`src/rtl/lu_serial_sequencer.sv`:
```
// lu_serial_sequencer: bit-serial front/back end for a 1-bit logic unit
// (XOR/XNOR/OR/NOR). It accepts an operand set, streams one bit pair per
// clock LSB first, collects the returned bits and presents the WIDTH-bit
// result over a valid/ready handshake.
// Optional macro LU_SEQ_CHECK_EN adds an internal model that compares the
// collected result on entry to HOLD and raises a sticky err flag.
module lu_serial_sequencer #(
  parameter int unsigned WIDTH = 4
) (
  input  logic             clk,
  input  logic             reset,
  input  logic             in_valid,
  output logic             in_ready,
  input  logic [WIDTH-1:0] op_a,
  input  logic [WIDTH-1:0] op_b,
  input  logic [1:0]       op_sel,
  output logic             lu_a,
  output logic             lu_b,
  output logic [1:0]       lu_sel,
  input  logic             lu_out,
  output logic             out_valid,
  input  logic             out_ready,
  output logic [WIDTH-1:0] result,
  output logic             err
);

  localparam int unsigned    CW   = $clog2(WIDTH + 1);
  localparam logic [CW-1:0]  LAST = CW'(WIDTH - 1);

  typedef enum logic [1:0] {
    IDLE,
    SHIFT,
    HOLD
  } state_t;

  state_t           state_q;
  logic [WIDTH-1:0] a_q;
  logic [WIDTH-1:0] b_q;
  logic [1:0]       sel_q;
  logic [CW-1:0]    cnt_q;
  logic [WIDTH-1:0] res_q;
  logic [WIDTH-1:0] res_d;
  logic             in_ready_q;
  logic             out_valid_q;
  logic             last_shift;

  // Next result value: shift right and insert the returned bit at the MSB,
  // so the first (LSB) bit ends up at position 0 after WIDTH shifts.
  always_comb begin
    res_d            = res_q >> 1;
    res_d[WIDTH-1]   = lu_out;
  end

  assign last_shift = (state_q == SHIFT) && (cnt_q == LAST);

  // Control FSM with datapath registers and registered handshake outputs.
  always_ff @(posedge clk or posedge reset) begin
    if (reset) begin
      state_q     <= IDLE;
      a_q         <= '0;
      b_q         <= '0;
      sel_q       <= '0;
      cnt_q       <= '0;
      res_q       <= '0;
      in_ready_q  <= 1'b1;
      out_valid_q <= 1'b0;
    end else begin
      case (state_q)
        IDLE: begin
          if (in_valid) begin
            a_q        <= op_a;
            b_q        <= op_b;
            sel_q      <= op_sel;
            cnt_q      <= '0;
            in_ready_q <= 1'b0;
            state_q    <= SHIFT;
          end
        end
        SHIFT: begin
          res_q <= res_d;
          a_q   <= a_q >> 1;
          b_q   <= b_q >> 1;
          cnt_q <= cnt_q + CW'(1);
          if (cnt_q == LAST) begin
            out_valid_q <= 1'b1;
            state_q     <= HOLD;
          end
        end
        HOLD: begin
          if (out_ready) begin
            out_valid_q <= 1'b0;
            in_ready_q  <= 1'b1;
            state_q     <= IDLE;
          end
        end
        default: begin
          state_q     <= IDLE;
          in_ready_q  <= 1'b1;
          out_valid_q <= 1'b0;
        end
      endcase
    end
  end

  assign in_ready  = in_ready_q;
  assign out_valid = out_valid_q;
  assign result    = res_q;
  assign lu_a      = (state_q == SHIFT) ? a_q[0] : 1'b0;
  assign lu_b      = (state_q == SHIFT) ? b_q[0] : 1'b0;
  assign lu_sel    = (state_q == SHIFT) ? sel_q  : 2'b00;

`ifdef LU_SEQ_CHECK_EN
  logic [WIDTH-1:0] exp_q;
  logic             err_q;

  function automatic logic [WIDTH-1:0] lu_model(input logic [WIDTH-1:0] a,
                                                input logic [WIDTH-1:0] b,
                                                input logic [1:0]       s);
    logic [WIDTH-1:0] r;
    case (s)
      2'b00:   r = a ^ b;
      2'b01:   r = ~(a ^ b);
      2'b10:   r = a | b;
      default: r = ~(a | b);
    endcase
    return r;
  endfunction

  // Expected result captured at acceptance; compared against the value
  // being loaded into res_q on the edge that enters HOLD.
  always_ff @(posedge clk or posedge reset) begin
    if (reset) begin
      exp_q <= '0;
      err_q <= 1'b0;
    end else begin
      if ((state_q == IDLE) && in_valid) begin
        exp_q <= lu_model(op_a, op_b, op_sel);
      end
      if (last_shift && (res_d != exp_q)) begin
        err_q <= 1'b1;
      end
    end
  end

  assign err = err_q;
`else
  assign err = 1'b0;
`endif

endmodule

```
`config.mk`:
```
export PLATFORM = sky130hd
export DESIGN_NAME = lu_serial_sequencer
export DESIGN_NICKNAME = d
export VERILOG_FILES = /design/src/rtl/lu_serial_sequencer.sv
export SDC_FILE = /design/constraint.sdc
export NUM_CORES = 1
export LEC_CHECK = 0
export ABC_AREA = 1
export ABC_CLOCK_PERIOD_IN_PS = 1200
export BUFFER_PORTS_ARGS = -buffer_cell sky130_fd_sc_hd__buf_2
export CAP_MARGIN = 40
export CORE_MARGIN = 5
export CORE_UTILIZATION = 45
export CTS_CLUSTER_SIZE = 16
export DETAILED_ROUTE_END_ITERATION = 12
export PLACE_DENSITY = 0.72
export SETUP_SLACK_MARGIN = 0.02
export SKIP_LAST_GASP = 1
export SYNTH_ARGS = -nofsm -noshare
export SYNTH_HDL_FRONTEND = slang
export SYNTH_SLANG_ARGS = --single-unit
```
`constraint.sdc`:
```
create_clock -name clk -period 1.2 [get_ports clk]
set_clock_uncertainty 0.2 [all_clocks]
set_input_delay 0.24 -clock clk [delete_from_list [all_inputs] [get_ports clk]]
set_output_delay 0.24 -clock clk [all_outputs]
set_load 0.005 [all_outputs]
```
==> Yosys cells after proc, flatten, opt, wreduce, memory -nomap -nowiden <==
Cells that the tools add are included.
{ "word_totals": {"reg_bits": 21, "in_bits": 15, "out_inout_bits": 11} }
{ "op_classes": {"addsub": 1, "eq_ne": 6, "mux": 19, "bitwise_logic": 2, "n_reduce_logical": 7} }
{ "op_table": {"columns": ["op", "n"], "rows": [
  ["$pmux W4 S2", 2],
  ["$reduce_and A3 Y1", 3],
  ["$mux W2", 4],
  ["$mux W4", 2],
  ["$mux W1", 6],
  ["$pmux W1 S3", 2],
  ["$pmux W2 S3", 1],
  ["$pmux W3 S2", 1],
  ["$ne A2 B2 Y1 const B", 2],
  ["$reduce_and A2 Y1", 2],
  ["$add A3 B1 Y3 const B", 1],
  ["$eq A3 B2 Y1 const B", 1],
  ["$mux W3", 1],
  ["$eq A2 B1 Y1 const B", 1],
  ["$eq A2 B2 Y1 const B", 1],
  ["$logic_not A2 Y1", 1],
  ["$ne A2 B1 Y1 const B", 1],
  ["$not A1 Y1", 2],
  ["$reduce_bool A2 Y1", 1]
]} }

==> Depth between registers and ports, before layout <==
Gate-level depths: netlist of run 1.
{ "depth": {"depth_word": 3, "depth_mapped": 6, "ltp_nobuf": 6} }

==> Least setup slack after synthesis of run 1 <==
Ideal clock, no wire load.
{ "synth_timing": {"kind": "register to output", "from": "register state_q[1]", "to": "output lu_a", "t_arrival_ns": 0.836, "path_slack_ns": -0.076, "path_stages_with_launch": 5, "path_buffers": 1, "cell_sequence": "dfrtp_1 > inv_4 > nand2_8 > buf_6 > nor2_1"} }
{ "synth_via": {"elab_chain_len": 2} }
{ "synth_lines": {"columns": ["element", "line", "source"], "rows": [
  ["from (decl)", "36", "state_t state_q;"],
  ["from (signal assigned)", "59", "state_q <= IDLE;"],
  ["from (signal assigned)", "76", "state_q <= SHIFT;"],
  ["from (signal assigned)", "86", "state_q <= HOLD;"],
  ["$eq A2 B1 Y1", "108", "assign lu_a = (state_q == SHIFT) ? a_q[0] : 1'b0;"],
  ["$mux W1", "108", null],
  ["to (decl)", "17", "output logic lu_a,"]
]} }
No other way between the ends.

==> Worst setup path after layout of run 1 <==
{ "layout_timing": {"from": "register state_q[1]", "to": "output lu_sel[1]"} }
{ "layout_via": {"elab_chain_len": 2} }
{ "layout_lines": {"columns": ["element", "line", "source"], "rows": [
  ["$eq A2 B1 Y1", "110", "assign lu_sel = (state_q == SHIFT) ? sel_q : 2'b00;"],
  ["$mux W2", "110", null],
  ["to (decl)", "19", "output logic [1:0] lu_sel,"]
]} }
No other way between the ends.

==> results of run 1 <==
-- power by group --
part           switching, mW  internal, mW  total [mW]
registers              0.200          1.04        1.24
logic                   1.29          1.16        2.44
clock network          0.229         0.124       0.354
total                   1.72          2.32        4.04
-- worst max-delay path, stage by stage (launching register included) --
cell	delay, ns
dfrtp_1	0.45
inv_4	0.10
nand2_8	0.08
nor2_2	0.08
buf_2	0.12
-- layer usage --
| metal | vias to the layer above | share of wire | global-route usage |
|---|---|---|---|
| li1 | 475 | - | - |
| met1 | 467 | 0.42 | 0.209 |
| met2 | 15 | 0.54 | 0.276 |
| met3 | 2 | 0.032 | 0.0200 |
| met4 | 0 | 0.0059 | 0.0497 |
| met5 | - | 0 | 0 |
-- per-stage QoR --
step / instance area, µm² / worst slack (ns) / total power [mW] / util
final: 1520 / -0.371 / 4.04 / 0.696
after global routing: 1520 / -0.401 / 4.32 / 0.696
after CTS: 1450 / -0.351 / 3.71 / 0.662
after detailed placement: 1220 / -0.104 / 2.90 / 0.557
after global placement: 1220 / -0.0677 / 2.83 / 0.557
after floorplan: 1050 / -0.0598 / 2.44 / -
-- kinds of logic after synthesis --
kind of cell    after synthesis
simple gates                 74
flops                        21
buf+inv                      14
compound gates                7
fa+ha+maj                     2
other cells                   1
-- path summary, 6_finish.rpt --
kind	slack, ns	to	cells after the start
max	-0.37	lu_sel[1]	4
min	0.02	b_q[0]$_DFFE_PP0P_	5
max reg2reg	-0.31	a_q[0]$_DFFE_PP0P_	9
min reg2reg	0.28	in_ready$_DFFE_PP1P_	2
max in group asynchronous	0.15	state_q[0]$_DFFE_PP0P_	4
min in group asynchronous	0.22	result[1]$_DFFE_PP0P_	3
-- final cells by class --
class / count / area, µm² / share of cell area
inverters: 9 / 43.8 / 0.0287
repair buffers: 52 / 384 / 0.252
flip-flops and latches: 21 / 528 / 0.346
well taps: 28 / 35.0 / 0.0230
clock buffers: 3 / 22.5 / 0.0148
multi-input cells: 85 / 505 / 0.332
clock inverters: 1 / 5.00 / 0.00328
-- repair_timing --
action,4_1_cts,5_1_grt
hold endpoints to repair,29,0
gates cloned,1,0
pin swaps,5,2
setup buffers,10,3
setup endpoints to repair,31,31
resized for setup,10,13
hold buffers,8,0
-- cell usage in the layout, fill, tap and decap left out, types with 2 or more instances in the layout --
cell type	synthesis	routed
buf_6	4	5
nand2_1	49	42
dlygate4sd3_1	0	8
nand2_8	1	3
buf_2	0	23
nor2_2	0	2
dfrtp_1	20	19
nand2_4	1	2
o21ai_0	3	2
buf_4	1	15
nand2_2	1	6
o21ai_2	2	2
clkbuf_4	0	3
nand3_1	15	15
nor2_4	1	3
inv_1	6	6
-- sequential cells by signal, indices dropped and copies added (netlist names) --
| name | flops |
|---|---|
| a_q | 4 |
| b_q | 4 |
| out_valid | 1 |
| sel_q | 2 |
| in_ready | 1 |
| result | 4 |
| cnt_q | 3 |
| state_q | 2 |
==> results by group, run 1 <==
Final layout
  • Ratio of cells with drive above 1 in the final layout: 0.439
  • NumNets Final: 189
  • Area Overhead vs Synth: 48.2%
  • Fillers: 181
  • Finished Layout Cells: 199
  • N_diodes: 0

Worst setup path
  • Setup CP Type: register to output pin
  • Critical Path RT: 0.76 ns
  • Startpoint types: register
  • CP Max Fanout: 6
  • CP arrival: 1.13 ns
  • Reg2reg start: state_q[1]$_DFFE_PP0P_
  • CP startpoint: state_q[1]$_DFFE_PP0P_
  • Critical Path End Type: output pin

Clock tree
  • CTS Buffer Depth: 2
  • Worst-Skew Late Latency: 0.31 ns
  • Root Driver: clkbuf_4
  • H-tree Lvls: 1
  • Sink Count: 21
  • Inserted Clock Buffers: 3
  • Clock transition at path regs: 0.14 ns
  • CTS tree: yes

Timing
  • Max Slew Vio Count: 0
  • Worst setup margin: -0.371 ns
  • Final worst path period share: 1.31
  • Setup tns final: -6.58 ns
  • Fmax: 637 MHz
  • Final hold vios: 0
  • Setup Viol. Count Final: 31
  • Hold_ws: 0.0212 ns
  • Crit path time final: 1.57 ns
  • RSZ-0062 raised after global routing: yes

Global routing
  • Total grt overflow: 0
  • Largest net degree at the start of global routing: 15
  • Vias in the first global route: 944
  • Global-route wire length before repair: 4220 µm
  • Total GRT Usage: 0.160
  • Initial antenna violation count: 0

Yosys
  • Net Count, Synth: 136
  • Mux contribution to synthesized area: 0
  • Xor and xnor area share after synthesis: 0
  • Synth Area in Compound Gates: 0.0438
  • Synthesized instance count: 119
  • Commonest cells post-synth: nand2_1, dfrtp_1, nand3_1
  • Synth area leader: dfrtp_1
  • Number of synthesized flops with an enable pin: 0
  • Number of synthesis warnings: 0
  • Seq cells post-synth: 21
  • Main combinational cell family by area after synthesis: simple AND/OR/NAND/NOR gates
  • Post-synth top flop: dfrtp_1
  • Ranking of synthesized cells by area: dfrtp_1, nand2_1, nand3_1
  • Mean Syn Cell Area: 8.64 µm²
  • Share of the synthesized area in the top cell type: 0.487
  • Post-synth cell types: 21
  • Post-Syn Area: 1030 µm²
  • Async SR Flop Fraction: 1.00
  • Post-Synth Adder-Cell Area: 0.0243
  • Most frequent cell after synthesis: nand2_1
  • Simple-gate share of the synthesized area: 0.327
  • Seq/Total Area, Yosys: 0.512

Detailed routing
  • DRT iter0 DRCs: 21
  • Via/cell ratio: 4.82
  • DRC errors left: 0
  • Total iterations of the first detailed-routing run: 4
  • Routed Antenna Nets: 0
  • Vias: 959
  • DR WL/cell: 13.6 µm
  • Wirelength, routed: 2710 µm

Place
  • GPL Wtd Cong: 0.786
  • Dpl hpwl: 1630 µm
  • Port bufs: 24
  • Dpl cells: 173

Floorplan
  • Die area: 3340 µm²
  • I/O Pins: 26
  • Initial Utilization: 0.469
  • Die X: 57.8 µm
  • Chip height: 57.8 µm
  • Core ar.: 2190 µm²
  • Row count: 17

Min path
  • Hold_sp: op_b[0]
  • Hold WC Path Type: primary input to register

Pwr
  • VDD IR max: 1.50 mV
  • Power Dens Cells: 2650 nW/µm²
  • Lkg Pwr: 0.805 nW

Outcome
  • Outcome: finished, violations left
  • Failing checks: negative setup slack

Flow run
  • Maxcap violations: 0
Power figures use the tool's default switching activity.
==> run 2: changes to the inputs <==
--- a/config.mk
+++ b/config.mk
@@ -5,7 +5,6 @@
 export SDC_FILE = /design/constraint.sdc
 export NUM_CORES = 1
 export LEC_CHECK = 0
-export ABC_AREA = 1
 export ABC_CLOCK_PERIOD_IN_PS = 1200
 export BUFFER_PORTS_ARGS = -buffer_cell sky130_fd_sc_hd__buf_2
 export CAP_MARGIN = 40
==> results by group, run 2 <==
Outcome
  • Outcome: finished, violations left
  • Failing checks: negative setup slack

Floorplan
  • Initial Utilization: 0.460
  • Die area: 3260 µm²
  • I/O Pins: 26
  • Chip height: 57.1 µm
  • Core ar.: 2170 µm²
  • Row count: 17
  • Die X: 57.1 µm

Timing
  • Crit path time final: 1.64 ns
  • Final worst path period share: 1.37
  • Max Slew Vio Count: 0
  • RSZ-0062 raised after global routing: yes
  • Final hold vios: 0
  • Setup Viol. Count Final: 31
  • Setup tns final: -7.12 ns
  • Worst setup margin: -0.442 ns
  • Fmax: 609 MHz

Worst setup path
  • Crit-path cells: nor2b_4 > buf_6 > and2_4 > buf_6
  • Cell mode on critical path: buf_6
  • CP Buf/Inv Count: 2
  • CP top delay family: flip-flops
  • Setup CP Type: register to output pin
  • Critical Path End Type: output pin
  • R2R Setup Slk: -0.42 ns
  • CP arrival: 1.20 ns
  • Critical Path RT: 0.76 ns
  • CP Max Fanout: 3
  • Startpoint types: register
  • Critical-path top delay cell: dfrtp_1
  • Crit-path max cell delay: 0.43 ns

Pwr
  • Final Power: 4.16 mW
  • Clk network pwr share: 0.082
  • Switching power: 1.52 mW
  • Lkg Pwr: 0.766 nW
  • VDD IR max: 1.52 mV
  • Cell Int Power: 2.64 mW
  • Power Dens Cells: 2590 nW/µm²
  • Switching Share: 0.365
  • Gate power share: 0.612
  • Flop pwr share: 0.306

Clock tree
  • Worst-Skew Late Latency: 0.31 ns
  • Clock transition at path regs: 0.12 ns
  • Sink Count: 21
  • CTS tree: yes
  • Root Driver: clkbuf_4
  • H-tree Lvls: 1
  • CTS Buffer Depth: 2
  • Inserted Clock Buffers: 3

Place
  • Dpl cells: 158
  • Port bufs: 24
  • GPL Wtd Cong: 0.745
  • DP Worst Slack: -0.169 ns
  • Dpl hpwl: 1600 µm

Yosys
  • Number of synthesized flops with an enable pin: 0
  • Post-Syn Area: 998 µm²
  • Seq cells post-synth: 21
  • Synthesized instance count: 101
  • Async SR Flop Fraction: 1.00
  • Seq/Total Area, Yosys: 0.528
  • Number of synthesis warnings: 0
  • Synth area leader: dfrtp_1
  • Share of the synthesized area in the top cell type: 0.501
  • Post-synth top flop: dfrtp_1
  • Ranking of synthesized cells by area: dfrtp_1, o22ai_1, nand2_1
  • Commonest cells post-synth: dfrtp_1, nand2_1, o22ai_1
  • Most frequent cell after synthesis: dfrtp_1
  • Net Count, Synth: 118
  • Mean Syn Cell Area: 9.89 µm²
  • Post-synth cell types: 21

Final layout
  • Area Overhead vs Synth: 60.7%
  • N_diodes: 0
  • Ratio of cells with drive above 1 in the final layout: 0.568
  • Utilization after layout: 0.739
  • Most frequent cells in the layout: dfrtp_1, buf_2, nand2_1, buf_4, buf_6
  • Finished Layout Cells: 183
  • NumNets Final: 173

Flow run
  • Maxcap violations: 0

Global routing
  • GR Util met3: 0.0249
  • Total grt overflow: 0
  • Vias in the first global route: 947
  • Busiest grt layer: met2
  • Largest net degree at the start of global routing: 22
  • Global-route wire length before repair: 4300 µm
  • Total GRT Usage: 0.167
  • GR Util met2: 0.282
  • Initial antenna violation count: 0
  • Met1 usage: 0.218

Min path
  • Hold WC Path Type: primary input to register

Detailed routing
  • Wirelength, routed: 2700 µm
  • Vias: 960
  • DR WL/cell: 14.7 µm
  • DRC errors left: 0
  • Via/cell ratio: 5.25
  • Total iterations of the first detailed-routing run: 4
  • DRT iter0 DRCs: 22
  • Routed Antenna Nets: 0
-- run 2: cell types whose count changed after synthesis, sizes merged, moves of 3 or more --
| cell | change |
|---|---|
| and2 | +4 |
| o22ai | +12 |
| a21oi | +8 |
| inv | -4 |
| nand2 | -35 |
| o21ai | +5 |
| nor2b | +3 |
| nand3 | -16 |
-- run 2: path summary, 6_finish.rpt --
kind / endpoint / from / depth (start not counted)
max in group asynchronous: in_ready$_DFFE_PP1P_ / reset / 4
worst min register to register: result[0]$_DFFE_PP0P_ / result[0]$_DFFE_PP0P_ / 2
min in group asynchronous: state_q[0]$_DFFE_PP0P_ / reset / 4
worst max register to register: sel_q[1]$_DFFE_PP0P_ / state_q[1]$_DFFE_PP0P_ / 5
worst max-delay path: lu_sel[1] / state_q[1]$_DFFE_PP0P_ / 4
worst min-delay path: a_q[2]$_DFFE_PP0P_ / op_a[2] / 3
-- run 2: worst register-to-register path: stages, from the launching register on --
cell and delay, ns:
dfrtp_1 0.43, buf_4 0.15, buf_6 0.12, nand2b_4 0.15, nor2_4 0.15, mux2_4 0.31
-- run 2: kinds of logic (layout without fill, tap and decap cells) --
group | count (synthesis) | after routing | share of synthesized area
muxes | 2 | 2 | 0.0301
adders and majority gates | 2 | 2 | 0.0251
other | 1 | 1 | 0.00376
AOI/OAI and AO/OA | 33 | 33 | 0.187
DFF | 21 | 21 | 0.528
buffers and inverters | 12 | 66 | 0.0764
and+or+nand+nor | 30 | 30 | 0.150
-- run 2: area by class of cell --
type                       count  area, µm²
fill                         148        566
timing repair buffer          57        452
tap                           28       35.0
inverter                       5       26.3
sequential                    21        527
multi-input combinational     68        538
clock buffer                   4       26.3
-- run 2: metrics by stage --
stage	hold slack, ns	area [µm²]
final	0.0111	1600
after global routing	0.0202	1600
after CTS	0.0160	1500
after global placement	0.0770	1210
after floorplan	0.0158	1030
after detailed placement	0.0939	1210
-- run 2: timing repair --
action / 4_1_cts / 5_1_grt
setup endpoints to repair: 31 / 31
gates resized for setup: 36 / 16
hold buffers: 7 / 0
pin swaps: 13 / 7
setup buffers: 9 / 5
cloned: 2 / 0
endpoints found under the hold margin: 27 / 0
-- run 2: layer usage --
layer	vias to the layer above	part of all wire
met5	-	0
li1	457	-
met4	0	0.018
met2	24	0.53
met3	4	0.042
met1	475	0.41
-- run 2: power by group through the flow --
stage / clock network, mW / logic, mW / registers, mW
2_1_floorplan: 0 / 1.09 / 1.23
3_3_place_gp: 0 / 1.57 / 1.25
3_5_place_dp: 0 / 1.60 / 1.27
4_1_cts: 0.357 / 2.29 / 1.24
5_1_grt: 0.383 / 2.74 / 1.32
6_report: 0.342 / 2.54 / 1.27
